$ cat config.mk
export PLATFORM = sky130hd
export DESIGN_NAME = timer_mc
export DESIGN_NICKNAME = d
export VERILOG_FILES = /design/src/rtl/timer_mc.sv
export SDC_FILE = /design/constraint.sdc
export NUM_CORES = 1
export LEC_CHECK = 0
export BUFFER_PORTS_ARGS = -buffer_cell sky130_fd_sc_hd__clkbuf_2
export CAP_MARGIN = 20
export CORE_AREA = 2 2 109 111
export DETAILED_ROUTE_END_ITERATION = 8
export DIE_AREA = 0 0 111 113
export PLACE_DENSITY = 0.87
export SYNTH_ARGS = -nofsm -noshare
export SYNTH_HDL_FRONTEND = slang
export SYNTH_HIERARCHICAL = 1
export SYNTH_SLANG_ARGS = --single-unit
export TNS_END_PERCENT = 30
$ cat constraint.sdc
create_clock -name clk_i -period 9.8 [get_ports clk_i]
set_input_delay 0.98 -clock clk_i [delete_from_list [all_inputs] [get_ports clk_i]]
set_output_delay 0.98 -clock clk_i [all_outputs]
set_load 0.02 [all_outputs]
$ cat src/rtl/timer_mc.sv
// Multi-channel timer: one shared prescaled counter (free-run / auto-reload /
// one-shot) feeding CHANNELS compare units with tick, sticky pending and irq.

module timer_mc_ch #(
  parameter int WIDTH = 32
) (
  input  logic             clk_i,
  input  logic             rst_i,
  input  logic             clr_i,
  input  logic             moved_i,
  input  logic [WIDTH-1:0] nxt_i,
  input  logic [WIDTH-1:0] cmp_i,
  input  logic             irq_clr_i,
  output logic             tick_o,
  output logic             pending_o
);
  logic tick_q, tick_d, pend_q, pend_d;

  // Only a real counter transition can match; held values never re-tick.
  assign tick_d = moved_i && (nxt_i == cmp_i);
  // A tick landing with a clear wins.
  assign pend_d = (pend_q & ~irq_clr_i) | tick_q;

  always_ff @(posedge clk_i or posedge rst_i) begin
    if (rst_i) begin
      tick_q <= 1'b0;
      pend_q <= 1'b0;
    end else if (clr_i) begin
      tick_q <= 1'b0;
      pend_q <= 1'b0;
    end else begin
      tick_q <= tick_d;
      pend_q <= pend_d;
    end
  end

  assign tick_o    = tick_q;
  assign pending_o = pend_q;
endmodule

module timer_mc #(
  parameter int WIDTH     = 32,
  parameter int CHANNELS  = 4,
  parameter int PSC_WIDTH = 16
) (
  input  logic                      clk_i,
  input  logic                      rst_i,
  input  logic                      clr_i,
  input  logic                      ena_i,
  input  logic [1:0]                mode_i,
  input  logic [PSC_WIDTH-1:0]      psc_i,
  input  logic [WIDTH-1:0]          period_i,
  input  logic [CHANNELS*WIDTH-1:0] cmp_value_i,
  input  logic [CHANNELS-1:0]       irq_en_i,
  input  logic [CHANNELS-1:0]       irq_clr_i,
  output logic [WIDTH-1:0]          value_o,
  output logic [CHANNELS-1:0]       tick_o,
  output logic [CHANNELS-1:0]       pending_o,
  output logic                      ovf_o,
  output logic                      done_o,
  output logic                      irq_o
);
  logic [PSC_WIDTH-1:0] psc_q, psc_d;
  logic [WIDTH-1:0]     value_q, value_d;
  logic                 ovf_q, ovf_d, done_q, done_d, irq_q, irq_d;
  logic                 psc_hit, adv, at_term, moved;

  always_comb begin
    psc_hit = (psc_q >= psc_i);
    adv     = ena_i & psc_hit & ~done_q;
    at_term = (value_q >= period_i);
    psc_d   = psc_q;
    if (ena_i) psc_d = psc_hit ? '0 : psc_q + 1'b1;
    value_d = value_q;
    ovf_d   = 1'b0;
    done_d  = done_q;
    moved   = 1'b0;
    if (adv) begin
      unique case (mode_i)
        2'b01: begin
          moved = 1'b1;
          if (at_term) begin
            value_d = '0;
            ovf_d   = 1'b1;
          end else begin
            value_d = value_q + 1'b1;
          end
        end
        2'b10: begin
          // Terminal value reached: hold and latch done.
          if (at_term) begin
            done_d = 1'b1;
          end else begin
            value_d = value_q + 1'b1;
            moved   = 1'b1;
          end
        end
        default: begin
          moved   = 1'b1;
          value_d = value_q + 1'b1;
          ovf_d   = &value_q;
        end
      endcase
    end
    irq_d = |(pending_o & irq_en_i);
  end

  always_ff @(posedge clk_i or posedge rst_i) begin
    if (rst_i) begin
      psc_q   <= '0;
      value_q <= '0;
      ovf_q   <= 1'b0;
      done_q  <= 1'b0;
      irq_q   <= 1'b0;
    end else if (clr_i) begin
      psc_q   <= '0;
      value_q <= '0;
      ovf_q   <= 1'b0;
      done_q  <= 1'b0;
      irq_q   <= 1'b0;
    end else begin
      psc_q   <= psc_d;
      value_q <= value_d;
      ovf_q   <= ovf_d;
      done_q  <= done_d;
      irq_q   <= irq_d;
    end
  end

  for (genvar c = 0; c < CHANNELS; c++) begin : g_ch
    timer_mc_ch #(.WIDTH(WIDTH)) u_ch (
      .clk_i     (clk_i),
      .rst_i     (rst_i),
      .clr_i     (clr_i),
      .moved_i   (moved),
      .nxt_i     (value_d),
      .cmp_i     (cmp_value_i[c*WIDTH +: WIDTH]),
      .irq_clr_i (irq_clr_i[c]),
      .tick_o    (tick_o[c]),
      .pending_o (pending_o[c])
    );
  end

  assign value_o = value_q;
  assign ovf_o   = ovf_q;
  assign done_o  = done_q;
  assign irq_o   = irq_q;
endmodule

[After elaboration in Yosys (flattened, before gate mapping)]
Index checks and enable logic that the tools add are counted.
Operators by class
  add/sub/neg operators: 2
  order comparisons: 2
  equality and inequality tests: 6
  muxes and demuxes: 28
  bitwise gates (word level): 16
  reductions and logical operators: 11
Operator list (number)
  == test 32 bit: 4
  two-way mux 32 bit: 4
  one-hot mux 32 bit (2 select lines): 1
  two-way mux 16 bit: 3
  adder 32 x 1 -> 32 bit, second input constant: 1
  greater-or-equal comparator 32 bit: 1
  AND reduction 32 bit: 1
  two-way mux 1 bit: 19
  adder 16 x 1 -> 16 bit, second input constant: 1
  greater-or-equal comparator 16 bit: 1
  nonzero test 2 bit: 4
  AND 1 bit: 6
  NOT 1 bit: 5
  AND 4 bit: 1
  logical AND 1 bit: 4
  bitwise OR 1 bit: 4
  OR reduction 4 bit: 1
  AND reduction 3 bit: 1
  == test 2 x 1 -> 1 bit, second input constant: 1
  == test 2 bit, second input constant: 1
  one-hot mux 1 bit (2 select lines): 1
Word-level totals
  register bits after elaboration: 59
  bits of input ports: 190

[Longest topological paths before layout]
Gate-level depths: netlist of the first run.
  word-level depth: 7
  mapped depth: 16

[Hierarchy]
Netlist of the first run, hierarchy kept.
Modules (own cells, without submodules)
  timer_mc: instances 1, cells each 566, area an instance 4475.5 um2
  timer_mc_ch: instances 4, cells each 50, area an instance 425.4 um2

[Worst setup path before layout of the first run]
Ideal clock, no wire load.
  kind: input port to flip-flop
  start: in period_i[30]
  end: reg g_ch[0].u_ch.tick_q
  arrival: 4042 ps
  required time: 9720 ps
  slack: 5677 ps
  cell stages on the path: 14
  buffers on the path: 1
  path through: inv_1 > ha_1 > a21oi_1 > nand2_1 > a221oi_2 > o211ai_1 > o21ai_0 > buf_2 > or4b_2 > o31ai_1 > xor2_1 > nor4_1 > nand4_1 > nor3_2
Between the ends
  word-level cells in the longest chain between the ends: 7
RTL lines
  start, declared: RTL line 52  | input logic [WIDTH-1:0] period_i,
  greater-or-equal comparator 32 bit (*): RTL line 71  | at_term = (value_q >= period_i);
  two-way mux 32 bit, on equally long branches: RTL line 91, 82
  one-hot mux 32 bit (2 select lines) (*): RTL line 79  | unique case (mode_i)
  two-way mux 32 bit (*): RTL line 78  | if (adv) begin
  net value_d[12]: RTL line 64  | logic [WIDTH-1:0] value_q, value_d;
  == test 32 bit (*): RTL line 20  | assign tick_d = moved_i && (nxt_i == cmp_i);
  logical AND 1 bit (*): RTL line 20
  two-way mux 1 bit (*): RTL line 28  | end else if (clr_i) begin
  end signal, assigned: RTL line 32  | tick_q <= tick_d;
  end, declared: RTL line 17  | logic tick_q, tick_d, pend_q, pend_d;
Mark *: on every way through the listed nets, which the timed path passes. The rest lies on a longest branch.
A chain may end at the register's enable or synchronous reset.

[Worst setup path in the final report of the first run]
  start: in psc_i[1]
  end: reg g_ch[0].u_ch.tick_q
Between the ends
  word-level cells in the longest chain between the ends: 7
RTL lines
  start, declared: RTL line 51  | input logic [PSC_WIDTH-1:0] psc_i,
  greater-or-equal comparator 16 bit: RTL line 69  | psc_hit = (psc_q >= psc_i);
  AND 1 bit (2 in a row): RTL line 70  | adv = ena_i & psc_hit & ~done_q;
  two-way mux 32 bit: RTL line 78
  net value_d[7]: RTL line 64
  == test 32 bit: RTL line 20
  logical AND 1 bit: RTL line 20
  two-way mux 1 bit: RTL line 28
The timed path passes the listed nets, and every way through them passes these cells.

==> out/metrics.csv, run 1 <==
stage;metric;value;unit
yosys;synthesis.nets;1009;
worst_setup_path;worstSetupEndpointType;register;
timing;tightest_slew;1170;ps
cts;cts_buffer_depth;2;
cts;post-cts-setup-buffers;0;
floorplanning;die_w;111;µm
floorplanning;die_height;113;µm
yosys;synth_enable_flop_cells;0;
yosys;yosysTopAreaCell;dfrtp_1;
cts;cts_buffers;9;
yosys;yosysUniqueCellTypes;63;
grt;grt-busiest-layer;met2;
finish;multiInputGateArea;0.00432;mm²
timing;fin_skew;5.99;ps
grt;use_met2;55.7;%
yosys;synthArstFlopShare;100;%
pwr;max-vdd-ir-drop;0.0649;mV
cts;path_clk_slew;60;ps
placed_design;place_ws;4270;ps
detailed_routing;drc;0;
finish;n_fill_cell;941;
worst_hold_path;hold_class;reg -> reg;
yosys;yosys_warnings;6;
placed_design;gp_congestion;0.980;
timing;setup_viol;0;
worst_setup_path;critical_path_class;in -> reg;
timing;period_needed;5220;ps
placed_design;numPortBuffers;232;
grt;grt_pass1_vias;6698;
yosys;postSynthCellCount;766;
floorplanning;core_region_area;0.0113;mm²
detailed_routing;wl_per_cell;18.1;µm
timing;period_share;53.3;%
cts;numClockSinks;59;
yosys;ys_top_cells_by_count;xor2_1, nand3_1, inv_1;
finish;register_area;0.00148;mm²
yosys;yosys.area.top_type_share;23.9;%
worst_setup_path;cp.arrival;5470;ps
timing;max_freq;192;MHz
timing;slew_headroom;21.6;%
yosys;synth_area;0.00618;mm²
floorplanning;die_area;0.0125;mm²
floorplanning;io_pins;233;
timing;worst_slack;4580;ps
placed_design;place_hpwl;16300;µm
cts;cts_resized;0;
pwr;leakage;4.14;nW
yosys;syn_avg_cell_area;8.06;µm²
finish;drive_gt1_share;27.4;%
pwr;powerDensity;87.3;mW/mm²
timing;fin_setup_tns;0;ps
detailed_routing;vias;6847;
grt;met1_usage;41.4;%
cts;worst_skew_pair.late_latency;330;ps
detailed_routing;ant_nets;0;
grt;gr-total-overflow;0;
worst_setup_path;cp-start-kind;input pin;
job;cap_violations;0;
cts;cts_tree;yes;
detailed_routing;vias_per_cell;6.00;
outcome;status;finished, final reports clean;
finish;syn_to_final_growth;25.7;%
yosys;yosysSeqAreaShare;23.9;%
cts;ctsRootBufferMaster;clkbuf_16;
worst_setup_path;required;10050;ps
worst_setup_path;rrSetupSlack;4820;ps
detailed_routing;dr.first_iter.drc_count;644;
detailed_routing;drt-pass1-iter-count;5;
finish;antenna_cells;0;
cts;htree_levels;3;
grt;track_usage;32.8;%
grt;antenna_found_initial;0;
timing;rsz0062_at_grt;false;
grt;grt_pass1_wl;33000;µm
yosys;ys_seq_elements;59;
yosys;synth_area_leaders;dfrtp_1, xor2_1, ha_1;
floorplanning;initial_core_util;54.8;%
yosys;synth_most_common_cell;xor2_1;
worst_setup_path;path_max_fanout;24;
timing;hold_viol;0;
floorplanning;num_rows;39;
finish;fin_nets;1237;
timing;final_max_slew_viol_count;0;
cts;ctsHoldBuffers;0;
grt;met3_usage;7.02;%
grt;grt_max_degree;52;
detailed_routing;wl;20600;µm
yosys;synthFlopType;dfrtp_1;
==> critical path: stages <==
cell       delay (ps)
clkbuf_2           70
inv_1              40
ha_1              290
o211ai_1          160
a21oi_1            70
o41a_1            380
o2111ai_1         300
nand2_1           550
nand2b_1          690
nor3_1            140
or3_1             500
xor2_1            180
nor4_1            480
nand4_1           370
nor3_2            240
==> final timing paths <==
kind	startpoint	endpoint	cells past startpoint
hold / removal	g_ch[0].u_ch/tick_o	g_ch[0].u_ch/pending_o	2
max in group asynchronous	rst_i	value_o[28]	3
setup / recovery	psc_i[1]	g_ch[0].u_ch/tick_o	15
setup reg to reg	value_o[8]	g_ch[0].u_ch/tick_o	13
hold reg to reg	g_ch[0].u_ch/tick_o	g_ch[0].u_ch/pending_o	2
min in group asynchronous	rst_i	g_ch[2].u_ch/tick_o	2
==> placed cells by master, fill, tap and decap left out, drive strengths merged, types with 30 or more instances in the layout <==
cell / synthesis / layout
nand3: 76 / 76
ha: 53 / 53
o21ai: 38 / 38
inv: 72 / 73
clkbuf: 13 / 245
nor2: 39 / 39
nor4: 30 / 30
xor2: 118 / 118
dfrtp: 59 / 59
nand2: 44 / 44
==> power by group <==
part           total, mW  switching [mW]  internal, mW
registers          0.245         0.00101         0.244
clock network      0.323           0.120         0.203
logic              0.109          0.0572        0.0520
total              0.678           0.178         0.500
==> kinds of logic after synthesis <==
logic type,count (synthesis),share of synthesized area [%]
and+or+nand+nor,283,25.0
AOI/OAI and AO/OA,145,15.6
xor gates and xnor gates,130,18.4
buffers and inverters,95,6.10
DFF,59,23.9
adders and majority gates,53,10.7
muxes,1,0.182
==> area by class of cell <==
cell class	count	area share, %
clock buffer	10	3.08
clock inverter	6	0.822
inverter	72	3.48
multi-input combinational	612	55.7
sequential	59	19.0
tap	143	2.30
timing repair buffer	240	15.6
==> per-layer routing <==
metal / up-vias / wire, µm
met3: 49 / 1800
met2: 377 / 9720
met5: - / 0
met1: 3186 / 8420
li1: 3235 / -
met4: 0 / 702
==> metrics by stage <==
stage	utilization (%)	cells	total power, mW	instance area (µm²)	hold slack [ps]
2_1_floorplan	-	766	0.301	6180	479
4_1_cts	68.7	1139	0.678	7750	522
6_report	68.9	1142	0.678	7770	516
3_3_place_gp	66.0	1122	0.355	7440	501
5_1_grt	68.9	1142	0.704	7770	545
3_5_place_dp	66.1	1123	0.358	7450	508
==> flip-flops by register name, indices dropped and copies added, names as in the netlist <==
name                 count
done_o                   1
value_o                 32
psc_q                   16
irq_o                    1
ovf_o                    1
g_ch.u_ch/tick_o         4
g_ch.u_ch/pending_o      4
Power figures use the tool's default switching activity.
==> run 2, diff against run 1 <==
ABC_AREA = 1   (was default)
CORE_AREA = 2 2 123 125   (was 2 2 109 111)
DIE_AREA = 0 0 125 127   (was 0 0 111 113)
PLACE_DENSITY = 0.81   (was 0.87)
clock period = 5.2 ns   (was 9.8 ns; I/O delays follow)
==> out/metrics.csv, run 2 <==
stage;metric;value;unit;change
yosys;synth_most_common_cell;nand2_1;;
worst_setup_path;slowest_stage;nand2_1;;
cts;ctsHoldBuffers;0;;unchanged
placed_design;place_hpwl;19100;µm;+17%
finish;final_common_cell;nand2_1;;
finish;antenna_cells;0;;unchanged
finish;final_cell_mix;nand2_1, inv_1, clkbuf_2;;
worst_setup_path;required;5470;ps;-4580 ps
cts;post-cts-setup-buffers;0;;unchanged
cts;htree_levels;3;;unchanged
yosys;yosysSeqAreaShare;19.6;%;-4.3 points
timing;max_freq;259;MHz;
timing;final_max_slew_viol_count;0;;unchanged
finish;largest_register_ffs;32;;unchanged
placed_design;gp_congestion;0.925;;-5.6%
yosys;ys_seq_elements;59;;unchanged
worst_setup_path;critical_path_class;reg -> reg;;
cts;ctsRootBufferMaster;clkbuf_16;;
detailed_routing;vias;8644;;+26%
grt;gr-total-overflow;0;;unchanged
detailed_routing;vias_per_cell;4.92;;-18%
yosys;synth_area_leaders;nand2_1, dfrtp_1, inv_1;;
worst_setup_path;path_max_fanout;37;;+54%
detailed_routing;dr.first_iter.drc_count;689;;+7.0%
pwr;p_switching;373;µW;+110%
detailed_routing;ant_nets;0;;unchanged
worst_setup_path;cpPeakStageDelay;530;ps;-160 ps
grt;grt_max_degree;52;;unchanged
worst_setup_path;cp-start-kind;register;;
cts;cts_buffers;9;;unchanged
placed_design;place_area;0.00886;mm²;+19%
timing;rsz0062_at_grt;false;;
floorplanning;core_region_area;0.0144;mm²;+28%
detailed_routing;drc;0;;unchanged
placed_design;numPortBuffers;232;;unchanged
timing;fin_setup_tns;0;ps;unchanged
floorplanning;die_area;0.0159;mm²;+27%
timing;whs;85.6;ps;-431 ps
yosys;synthesis.nets;1582;;+57%
detailed_routing;drt-pass1-iter-count;6;;+1
yosys;yosys.area.top_type_share;24.8;%;+0.87 points
grt;grt_pass1_wl;37700;µm;+14%
pwr;max-vdd-ir-drop;0.127;mV;+96%
detailed_routing;wl;23100;µm;+12%
cts;cts_resized;0;;unchanged
job;cap_violations;0;;unchanged
yosys;postSynthCellCount;1339;;+75%
floorplanning;die_height;127;µm;+12%
yosys;yosys_warnings;6;;unchanged
worst_hold_path;hold_class;in -> async;;
pwr;powerDensity;151;mW/mm²;+73%
yosys;ys_top_cells_by_count;nand2_1, inv_1, nor2_1;;
floorplanning;die_w;125;µm;+13%
timing;slew_headroom;54.7;%;+33 points
finish;n_fill_cell;1453;;+54%
yosys;syn_avg_cell_area;5.61;µm²;-30%
pwr;p_clk_share;46.1;%;-1.6 points
yosys;yosysTopAreaCell;nand2_1;;
finish;fin_nets;1813;;+47%
cts;path_clk_slew;50;ps;about the same
yosys;yosysUniqueCellTypes;39;;-38%
worst_setup_path;worst_path_most_repeated_cell;nand2_1;;
timing;period_needed;3870;ps;
grt;track_usage;29.3;%;-3.5 points
timing;period_share;74.4;%;
yosys;synth_area;0.00752;mm²;+22%
timing;tightest_slew;679;ps;-488 ps
finish;drive_gt1_share;18.0;%;-9.4 points
timing;fin_skew;7.49;ps;+1.50 ps
finish;syn_to_final_growth;22.2;%;
cts;worst_skew_pair.late_latency;340;ps;about the same
floorplanning;io_pins;233;;unchanged
grt;grt_pass1_vias;8020;;+20%
worst_setup_path;worstSetupEndpointType;register;;
pwr;p_comb_share;19.7;%;+3.6 points
worst_setup_path;cp_cell_sequence;ha_1 -> nand2_1 -> nor2_1 -> nand2_1 -> nor4_1 -> nand2_1 -> nand2_2 -> nand2_4 -> nand2_1 -> nand2_1 -> nand2_1 -> inv_1 -> nand2_1 -> nand2_1 -> nor2_1 -> nand2_1 -> nor2_2 -> nand3_1 -> nor2_2;;
pwr;seqPwrFrac;34.2;%;-2.0 points
cts;cts_buffer_depth;2;;unchanged
pwr;swShare;26.9;%;+0.58 points
cts;numClockSinks;59;;unchanged
pwr;p_int;1.02;mW;+100%
timing;setup_viol;0;;unchanged
yosys;synthFlopType;dfrtp_1;;
floorplanning;num_rows;44;;+13%
pwr;leakage;5.51;nW;+33%
finish;fin_area;0.00918;mm²;+18%
floorplanning;initial_core_util;52.1;%;-2.7 points
worst_setup_path;cp.arrival;4130;ps;-1340 ps
timing;hold_viol;0;;unchanged
detailed_routing;wl_per_cell;13.2;µm;-27%
outcome;status;finished, final reports clean;;
grt;antenna_found_initial;0;;unchanged
cts;cts_tree;yes;;
yosys;synth_enable_flop_cells;0;;unchanged
yosys;synthArstFlopShare;100;%;unchanged
[run 2: cell count changes after synthesis, moves of 13 or more]
cell / previous run / this run
nand4_1: 23 / 10
o31ai_1: 27 / 2
o21ai_0: 38 / 23
nor2_1: 38 / 131
nor4_1: 29 / 6
xor2_1: 118 / 21
inv_1: 72 / 311
xnor2_1: 12 / 33
a21oi_1: 28 / 43
nand3_1: 74 / 38
o21ai_1: 0 / 18
nand2_1: 43 / 496
and3_1: 17 / 0
[run 2: worst paths after layout]
path	startpoint	end	slack, ps	cells after the start
hold / removal	rst_i	g_ch[2].u_ch/tick_o	90	2
setup / recovery	value_o[31]	g_ch[0].u_ch/tick_o	1330	19
max in group asynchronous	rst_i	value_o[5]	4340	3
setup reg to reg	value_o[31]	g_ch[0].u_ch/tick_o	1330	19
hold reg to reg	g_ch[1].u_ch/tick_o	g_ch[1].u_ch/pending_o	560	2
min in group clk_i	irq_en_i[1]	irq_o	460	3
[run 2: cells by family after synthesis]
| logic type | share of synthesized area, % |
|---|---|
| adder cells (fa/ha/maj) | 8.82 |
| XOR/XNOR | 6.29 |
| AND/OR/NAND/NOR | 40.3 |
| AO/OA/AOI/OAI | 8.37 |
| flip-flops | 19.6 |
| buffers and inverters | 16.5 |
[run 2: per-layer routing]
layer / global-route usage (%) / vias up / share of wire, %
li1: - / 4469 / -
met1: 36.2 / 3738 / 41
met2: 52.7 / 390 / 49
met3: 4.23 / 47 / 7.7
met4: 9.41 / 0 / 2.6
met5: 0 / - / 0
[run 2: stage by stage]
stage	util, %	cells	worst slack (ps)	total power, mW
final	63.7	1758	1330	1.39
after floorplan	-	1339	2200	0.634
after global placement	61.5	1743	1300	0.750
after detailed placement	61.5	1743	1270	0.756
after CTS	63.7	1758	1390	1.39
after global routing	63.7	1758	996	1.46
[run 2: power groups by stage]
stage	Combinational [mW]	Clock [mW]	Sequential (mW)
floorplan	0.153	0	0.481
global placement	0.267	0	0.483
detailed placement	0.273	0	0.483
CTS	0.274	0.645	0.475
global route	0.316	0.666	0.476
finish	0.273	0.641	0.475
[run 2: area by class of cell]
class	instances	area, µm²	area share (%)
Sequential cell	59	1480	16.1
Timing Repair Buffer	236	1190	13.0
Tap cell	184	230	2.51
Multi-Input combinational cell	952	4800	52.2
Inverter	312	1170	12.8
Clock inverter	5	77.6	0.845
Clock buffer	10	239	2.60
[run 2: critical path: cells and delay by family, from the launching register on]
| family | cells | cell delay, ps |
|---|---|---|
| adder cells (fa/ha/maj) | 1 | 320 |
| AND/OR/NAND/NOR | 17 | 2860 |
| buffers and inverters | 1 | 140 |
| flip-flops | 1 | 450 |
==> run 3, diff against run 2 <==
CORE_AREA = 2 2 129 131   (was 2 2 123 125)
DIE_AREA = 0 0 131 133   (was 0 0 125 127)
PLACE_DENSITY = 0.77   (was 0.81)
clock period = 3.19 ns   (was 5.2 ns; I/O delays follow)
==> out/metrics.csv, run 3 (synthesis gave the netlist of run 2 again) <==
stage;metric;value;unit;change
outcome;status;finished, final reports clean;;
pwr;p_int;1.60;mW;+57%
floorplanning;die_height;133;µm;+4.7%
finish;final_common_cell;nand2_1;;
worst_setup_path;required;3470;ps;-2000 ps
worst_setup_path;critical_path_class;reg -> reg;;
grt;grt_pass1_vias;8287;;+3.3%
worst_setup_path;cpPeakStageDelay;410;ps;-120 ps
worst_setup_path;slowest_stage;dfrtp_1;;
timing;worst_slack;127;ps;-1210 ps
floorplanning;die_w;131;µm;+4.8%
timing;period_needed;3060;ps;-804 ps
grt;grt_max_degree;42;;-19%
floorplanning;num_rows;47;;+6.8%
finish;fin_nets;1904;;+5.0%
pwr;p_switching;635;µW;+70%
timing;setup_viol;0;;unchanged
detailed_routing;drt-pass1-iter-count;9;;+3
timing;period_share;96.0;%;+22 points
worst_setup_path;timing.rr.start;value_o[31];;
detailed_routing;wl;25700;µm;+11%
finish;final_cell_mix;nand2_1, inv_1, clkbuf_2;;
worst_hold_path;min_from;irq_en_i[1];;
pwr;leakage;6.04;nW;+9.6%
timing;max_freq;327;MHz;+26%
detailed_routing;wl_per_cell;13.7;µm;+3.8%
pwr;swShare;28.4;%;+1.6 points
finish;drive_gt1_share;29.0;%;+11 points
worst_setup_path;path_max_fanout;4;;-89%
cts;path_clk_slew;50;ps;about the same
placed_design;numPortBuffers;232;;unchanged
placed_design;gp_congestion;0.965;;+4.3%
timing;fin_setup_tns;0;ps;unchanged
detailed_routing;vias;9104;;+5.3%
job;cap_violations;0;;unchanged
cts;cts_buffers;9;;unchanged
worst_hold_path;hold_class;in -> reg;;
finish;antenna_cells;0;;unchanged
placed_design;place_ws;-256;ps;-1530 ps
cts;cts_buffer_depth;2;;unchanged
placed_design;place_hpwl;20900;µm;+9.4%
timing;rsz0062_at_grt;true;;
worst_setup_path;worstSetupEndpointType;register;;
worst_setup_path;cp-start-kind;register;;
grt;antenna_found_initial;0;;unchanged
pwr;seqPwrFrac;34.7;%;+0.5 points
worst_setup_path;reg2reg_to;g_ch[0].u_ch/tick_o;;
detailed_routing;vias_per_cell;4.83;;-1.8%
detailed_routing;ant_nets;0;;unchanged
cts;htree_levels;3;;unchanged
floorplanning;io_pins;233;;unchanged
pwr;p_clk_share;43.6;%;-2.5 points
detailed_routing;dr.first_iter.drc_count;636;;-7.7%
worst_hold_path;min_path_cells;3;;
pwr;powerDensity;214;mW/mm²;+41%
worst_hold_path;min_to;irq_o;;
cts;numClockSinks;59;;unchanged
worst_setup_path;cp_cell_sequence;ha_4 -> nand2_4 -> nor2_4 -> nand2_2 -> nor4_2 -> buf_4 -> nand2_4 -> nand2_4 -> buf_12 -> buf_4 -> buf_4 -> nand2_1 -> o21ai_1 -> nand2_1 -> nand2_1 -> xor2_1 -> nor2_1 -> nand3_1 -> nor2_2;;
timing;hold_viol;0;;unchanged
finish;fin_area;0.0104;mm²;+14%
floorplanning;core_region_area;0.0162;mm²;+12%
pwr;max-vdd-ir-drop;0.209;mV;+64%
grt;gr-total-overflow;0;;unchanged
cts;cts_tree;yes;;
timing;tightest_slew;706;ps;+27.3 ps
finish;largest_register_ffs;32;;unchanged
finish;syn_to_final_growth;39.0;%;
pwr;p_comb_share;21.8;%;+2.1 points
worst_setup_path;rr_worst_depth;19;;unchanged
timing;slew_headroom;52.9;%;-1.9 points
floorplanning;initial_core_util;46.5;%;-5.6 points
worst_setup_path;rrSetupSlack;130;ps;-1210 ps
detailed_routing;drc;0;;unchanged
grt;track_usage;29.0;%;-0.27 points
grt;grt_pass1_wl;39500;µm;+4.8%
cts;worst_skew_pair.late_latency;340;ps;about the same
worst_setup_path;cp.arrival;3340;ps;-790 ps
floorplanning;die_area;0.0174;mm²;+9.8%
timing;fin_skew;6.63;ps;-0.851 ps
placed_design;place_area;0.00950;mm²;+7.1%
timing;final_max_slew_viol_count;0;;unchanged
cts;ctsRootBufferMaster;clkbuf_16;;
-- run 3: cell count changes in the layout (fill, tap and decap cells not counted), sizes merged --
| cell | previous run | this run |
|---|---|---|
| buf | 4 | 92 |
| bufinv | 2 | 1 |
| clkbuf | 242 | 244 |
| clkinv | 3 | 5 |
| dlygate4sd3 | 0 | 1 |
| inv | 311 | 310 |
| nand2 | 500 | 501 |
-- run 3: what timing repair did --
item	CTS	global route
hold buffers	1	0
gates cloned	0	2
setup endpoints to repair	4	4
buffers inserted	3	10
hold endpoints to repair	8	0
gates resized for setup	11	145
pin swaps	4	61
-- run 3: stage by stage --
stage	util (%)	total power, mW	cells	hold WS (ps)
finish	64.6	2.23	1886	265
global route	64.6	2.35	1886	301
CTS	61.0	2.22	1874	267
detailed placement	58.7	1.25	1854	221
global placement	58.7	1.24	1854	220
floorplan	-	1.03	1339	60.2
-- run 3: worst max path at each step --
stage	endpoint	slack (ps)	from	cells after the start
2_1_floorplan	g_ch[0].u_ch/tick_o	200	value_o[15]	20
3_3_place_gp	g_ch[2].u_ch/tick_o	-260	period_i[31]	24
3_5_place_dp	g_ch[2].u_ch/tick_o	-260	period_i[31]	24
4_1_cts	g_ch[3].u_ch/tick_o	4	value_o[5]	25
5_1_grt	g_ch[2].u_ch/tick_o	-80	value_o[29]	24
6_report	g_ch[0].u_ch/tick_o	130	value_o[31]	19
-- run 3: power by group through the flow --
stage               clock network, mW  registers [mW]  logic, mW
finish                          0.973           0.774      0.486
global route                     1.03           0.776      0.554
CTS                             0.981           0.775      0.466
detailed placement                  0           0.787      0.461
global placement                    0           0.787      0.453
floorplan                           0           0.785      0.249
-- run 3: final cells by class --
type / instances / area (µm²)
Multi-Input combinational cell: 953 / 5240
Clock buffer: 11 / 243
Timing Repair Buffer: 326 / 1960
Sequential cell: 59 / 1480
Tap cell: 220 / 275
Fill cell: 1528 / 5730
Clock inverter: 5 / 52.6
Inverter: 312 / 1190
-- run 3: worst max-delay path, delay by kind of cell (launching register included) --
kind / cells / cell delay [ps]
compound gates: 1 / 180
xor+xnor: 1 / 110
fa+ha+maj: 1 / 290
buf+inv: 4 / 500
flops: 1 / 410
simple gates: 12 / 1510
-- run 3: layer usage --
| layer | track usage [%] | part of all wire (%) |
|---|---|---|
| met5 | 0 | 0 |
| met4 | 9.40 | 3.1 |
| met3 | 4.89 | 6.6 |
| met2 | 49.9 | 50 |
| met1 | 36.6 | 41 |
